[config.mk]
export PLATFORM = sky130hd
export DESIGN_NAME = pipe_hazard_ctrl
export DESIGN_NICKNAME = d
export VERILOG_FILES = /design/src/rtl/pipe_hazard_ctrl.sv
export SDC_FILE = /design/constraint.sdc
export NUM_CORES = 1
export LEC_CHECK = 0
export ABC_CLOCK_PERIOD_IN_PS = 4200
export BUFFER_PORTS_ARGS = -buffer_cell sky130_fd_sc_hd__buf_4
export CORE_MARGIN = 1.5
export CORE_UTILIZATION = 53
export DETAILED_ROUTE_END_ITERATION = 7
export PLACE_DENSITY = 0.86
export SLEW_MARGIN = 20
export SYNTH_ARGS = -nofsm -noshare
export SYNTH_HDL_FRONTEND = slang
export SYNTH_HIERARCHICAL = 1
export SYNTH_SLANG_ARGS = --single-unit
[constraint.sdc]
create_clock -name clk -period 4.2 [get_ports clk]
set_input_delay 0.84 -clock clk [delete_from_list [all_inputs] [get_ports clk]]
set_output_delay 0.84 -clock clk [all_outputs]
set_load 0.05 [all_outputs]
[src/rtl/pipe_hazard_ctrl.sv]
// Hazard/sequencing control around EX: operand forwarding, load-use stall,
// branch flush and a mul/div occupancy FSM, with saturating stall/flush counters.

module pipe_hazard_fwd (
  input  logic [4:0] ex_src,
  input  logic [4:0] mem_rd,
  input  logic       mem_regwrite,
  input  logic [4:0] wb_rd,
  input  logic       wb_regwrite,
  output logic [1:0] sel
);
  // EX/MEM is the younger producer, so it wins when both match.
  always_comb begin
    sel = 2'b00;
    if (mem_regwrite && mem_rd != 5'd0 && mem_rd == ex_src)
      sel = 2'b10;
    else if (wb_regwrite && wb_rd != 5'd0 && wb_rd == ex_src)
      sel = 2'b01;
  end
endmodule

module pipe_hazard_ctrl #(
  parameter int MD_LAT = 4,
  parameter int CNT_W  = 16
) (
  input  logic             clk,
  input  logic             reset,
  input  logic [4:0]       id_rs,
  input  logic [4:0]       id_rt,
  input  logic             id_use_rs,
  input  logic             id_use_rt,
  input  logic [4:0]       ex_rs,
  input  logic [4:0]       ex_rt,
  input  logic [4:0]       ex_rd,
  input  logic             ex_memread,
  input  logic             ex_md_start,
  input  logic             ex_branch_taken,
  input  logic [4:0]       mem_rd,
  input  logic             mem_regwrite,
  input  logic [4:0]       wb_rd,
  input  logic             wb_regwrite,
  output logic [1:0]       forward_a,
  output logic [1:0]       forward_b,
  output logic             pc_write,
  output logic             ifid_write,
  output logic             ifid_flush,
  output logic             idex_bubble,
  output logic             idex_hold,
  output logic             exmem_bubble,
  output logic             md_busy,
  output logic             md_done,
  output logic [CNT_W-1:0] stall_cnt,
  output logic [CNT_W-1:0] flush_cnt
);
  localparam int NUM_OPS = 2;
  localparam int MDC_W   = $clog2(MD_LAT + 1);

  typedef enum logic [1:0] {MD_IDLE, MD_BUSY, MD_DONE} md_state_t;

  // ---------------- forwarding, one selector per EX operand
  logic [NUM_OPS-1:0][4:0] ex_src;
  logic [NUM_OPS-1:0][1:0] fwd_sel;

  assign ex_src = {ex_rt, ex_rs};

  genvar g;
  generate
    for (g = 0; g < NUM_OPS; g++) begin : g_fwd
      pipe_hazard_fwd u_fwd (
        .ex_src       (ex_src[g]),
        .mem_rd       (mem_rd),
        .mem_regwrite (mem_regwrite),
        .wb_rd        (wb_rd),
        .wb_regwrite  (wb_regwrite),
        .sel          (fwd_sel[g])
      );
    end
  endgenerate

  assign forward_a = fwd_sel[0];
  assign forward_b = fwd_sel[1];

  // ---------------- mul/div FSM
  md_state_t        md_st, md_nxt;
  logic [MDC_W-1:0] md_cnt, md_cnt_nxt;
  logic             hold;

  always_ff @(posedge clk or posedge reset) begin
    if (reset) begin
      md_st  <= MD_IDLE;
      md_cnt <= '0;
    end else begin
      md_st  <= md_nxt;
      md_cnt <= md_cnt_nxt;
    end
  end

  always_comb begin
    md_nxt     = md_st;
    md_cnt_nxt = md_cnt;
    case (md_st)
      MD_IDLE: if (ex_md_start) begin
        md_nxt     = MD_BUSY;
        md_cnt_nxt = MDC_W'(MD_LAT - 1);
      end
      MD_BUSY: begin
        md_cnt_nxt = md_cnt - MDC_W'(1);
        if (md_cnt == MDC_W'(1)) md_nxt = MD_DONE;
      end
      // DONE always returns to IDLE; a following md instr re-arms from there.
      MD_DONE: md_nxt = MD_IDLE;
      default: md_nxt = MD_IDLE;
    endcase
  end

  always_comb begin
    hold    = (md_st == MD_IDLE && ex_md_start) || (md_st == MD_BUSY);
    md_busy = (md_st != MD_IDLE);
    md_done = (md_st == MD_DONE);
  end

  // ---------------- pipeline control, md hold > branch > load-use
  logic lu;

  assign lu = ex_memread && ex_rd != 5'd0 &&
              ((id_use_rs && id_rs == ex_rd) || (id_use_rt && id_rt == ex_rd));

  always_comb begin
    pc_write     = 1'b1;
    ifid_write   = 1'b1;
    ifid_flush   = 1'b0;
    idex_bubble  = 1'b0;
    idex_hold    = 1'b0;
    exmem_bubble = 1'b0;
    if (hold) begin
      pc_write     = 1'b0;
      ifid_write   = 1'b0;
      idex_hold    = 1'b1;
      exmem_bubble = 1'b1;
    end else if (ex_branch_taken) begin
      ifid_flush  = 1'b1;
      idex_bubble = 1'b1;
    end else if (lu) begin
      pc_write    = 1'b0;
      ifid_write  = 1'b0;
      idex_bubble = 1'b1;
    end
  end

  // ---------------- saturating performance counters
  always_ff @(posedge clk or posedge reset) begin
    if (reset) begin
      stall_cnt <= '0;
      flush_cnt <= '0;
    end else begin
      if (!pc_write && stall_cnt != '1) stall_cnt <= stall_cnt + CNT_W'(1);
      if (ifid_flush && flush_cnt != '1) flush_cnt <= flush_cnt + CNT_W'(1);
    end
  end

endmodule
==> metrics.txt <==
fraction of the mapped netlist area in adder cells between 2 and 2.5%; First DRT Iteration DRCs 78; crit-path cells buf_4 > or4_1 > o21ai_2 > nor2_2 > a21oi_4 > buf_4; Net count, final ~370; Die Area approximately 0.0046 mm^2; Util after Layout around three quarters; leakage between 1 and 1.5 nW; Pint ~0.00088 W; Inserted Clock Buffers 5; critical path startpoint category input port; Post-CTS Repair Setup Buffers 0; sequential share of the synthesized area about two fifths; largest family of logic cells by synthesized area simple AND/OR/NAND/NOR gates; syn avg cell area roughly 10 um^2; Synth Area in Compound Gates roughly 8.5%; Synth Area in XOR/XNOR 19.5%; Die W between 60 and 70 um; final WL just under 5 mm; gpl congestion 0.793; number of synthesized flops with an enable pin 0; Area after DPL between 0.002 and 0.003 mm^2; clk_lat worst skew approximately 0.28 ns; synthesized flop and latch total 37; Post-Syn Area roughly 0.0022 mm^2; Crit Path Class input port to primary output; pwr dens 574 mW/mm^2; crit end category primary output; H-tree depth 2; Synth Area in Simple Gates between 20% and 30%; Pre-antenna DRT Iters 4; post-DR wirelength/cell 13.1 um; mux contribution to synthesized area about 2.5%; number of port buffers 87; Total GRT Usage 22.1%; CP max stage delay approximately 0.54 ns; Area growth, synth to finish 34.6%; core area between 0.004 and 0.005 mm^2; CTS Hold Bufs 0; Sw Share 49.3%; layout cells sized above 1 35.2%; Worst Hold Class register to register; CP dominant cell by count buf_4; measured slew at the worst slew-check pin about 0.70 ns; Arr. time, crit path 2.44 ns; Top FF cell, synth dfrtp_1; via count 1989; pin count of the biggest net entering global routing 20; Synth warnings 6; max-cap check violation count 0; maximum clock path buffer count 2; library cells used by synthesis 40; asr flop ratio synth 100%; num ports roughly 90; Final period util approximately 80%; Bufs and invs on worst path 2; Tmin final between 3 and 4 ns; site row count 23; post-synth net total about 280; clock sink count 37; Achievable Freq 0.305 GHz; setup TNS 0 ns; synthesized instance count 229; Antenna Cells 0; Die Ht 68.1 um; post-route cell area between 0.003 and 0.004 mm^2; status completed; fin. max-slew vios 0; Hold Vio Cnt, Final 0; clock power share 13.5%; CTS tree yes; antenna violations before repair 0; crit-path leading delay family simple AND/OR/NAND/NOR gates; Critical Path RT approximately 3.4 ns; Gate power share 53.4%; P_sw ~0.00086 W; remaining global-route overflow 0; clock slew at reported path FFs 0.07 ns; cts repair resizes 0; RSZ-0062 raised after global routing no; Reg power frac 33.1%; first-pass GRT wire length between 7 and 8 mm; Worst IR Drop VDD ~0.42 mV; # DRC 0; vias in the first global route 1845; antenna-violating nets left 0; slew margin rel. between 50% and 60%; Root Buffer clkbuf_8; Clock Skew 0.00818 ns; setup violators final 0; dpl hpwl 3.90 mm; Initial Utilization about 56%; CP Max Fanout 17; CP max stage cell or4_1; drt via density around 5.4
kinds of logic after synthesis:
family | after synthesis
flip-flops | 37
multiplexers | 5
XOR/XNOR | 50
adder cells (fa/ha/maj) | 4
AND/OR/NAND/NOR | 94
buffers and inverters | 16
AO/OA/AOI/OAI | 23
Yosys cell counts (6+ instances only):
cell type | n | area [um^2]
xor2_1 | 18 | 158
nand3_1 | 17 | 85.1
inv_1 | 11 | 41.3
nand2_1 | 21 | 78.8
nor2_1 | 11 | 41.3
nand4_1 | 6 | 37.5
nor3_1 | 11 | 55.1
dfrtp_1 | 37 | 926
xnor2_1 | 32 | 280
nor4_1 | 7 | 43.8
layout by cell type, fill, tap and decap left out, drive strengths merged, types with 3 or more instances in the layout:
cell | synthesis | layout
nor3 | 15 | 15
mux2 | 5 | 5
inv | 11 | 11
nor2 | 12 | 12
and4 | 3 | 3
xor2 | 18 | 18
ha | 4 | 4
nor4 | 8 | 8
dfrtp | 37 | 37
nand3 | 17 | 17
nand4 | 6 | 6
buf | 4 | 89
a21oi | 5 | 5
and3 | 3 | 3
nand2 | 21 | 21
clkbuf | 1 | 6
a31oi | 4 | 4
xnor2 | 32 | 32
o21ai | 5 | 5
flip-flops by register name, summed over array words and instances, names as in the netlist:
name / flops
flush_cnt: 16
md_cnt: 3
md_st: 2
stall_cnt: 16
per-stage QoR:
stage,setup slack (ns),instances,power [W],hold slack [ns]
after floorplan,1.14,229,0.00124,0.479
after global placement,0.958,363,0.00149,0.485
after detailed placement,0.931,363,0.00151,0.493
after CTS,0.929,371,0.00175,0.511
after global routing,0.836,371,0.00184,0.533
final,0.924,371,0.00174,0.506
metal layers:
layer	global-route usage, %	part of all wire [%]	vias to the layer above
met2	38.3	50	73
met4	6.00	0.80	0
met5	0	0	-
met1	27.1	41	924
met3	5.59	8.3	5
li1	-	-	987
final timing paths:
kind	from	to	slack, ns	depth (start not counted)
setup / recovery	ex_rd[1]	pc_write	0.92	6
hold / removal	stall_cnt[6]	stall_cnt[6]	0.51	1
setup reg to reg	stall_cnt[0]	stall_cnt[1]	2.09	7
hold reg to reg	stall_cnt[6]	stall_cnt[6]	0.51	1
max in group asynchronous	reset	stall_cnt[14]	2.81	3
min in group asynchronous	reset	flush_cnt[0]	0.67	2
area by class of cell:
| cell class | instances | area [um^2] |
|---|---|---|
| Fill cell | 329 | 1000 |
| Clock inverter | 2 | 10.0 |
| Clock buffer | 6 | 72.6 |
| Tap cell | 50 | 62.6 |
| Timing Repair Buffer | 89 | 668 |
| Multi-Input combinational cell | 176 | 1250 |
| Inverter | 11 | 41.3 |
| Sequential cell | 37 | 926 |
power groups by stage:
stage | logic, W | clock network (W) | registers, W
2_1_floorplan | 0.000410 | 0 | 0.000828
3_3_place_gp | 0.000915 | 0 | 0.000577
3_5_place_dp | 0.000933 | 0 | 0.000579
4_1_cts | 0.000935 | 0.000241 | 0.000575
5_1_grt | 0.000992 | 0.000254 | 0.000591
6_report | 0.000928 | 0.000234 | 0.000575
No activity file was read; power rests on OpenSTA's default activity.
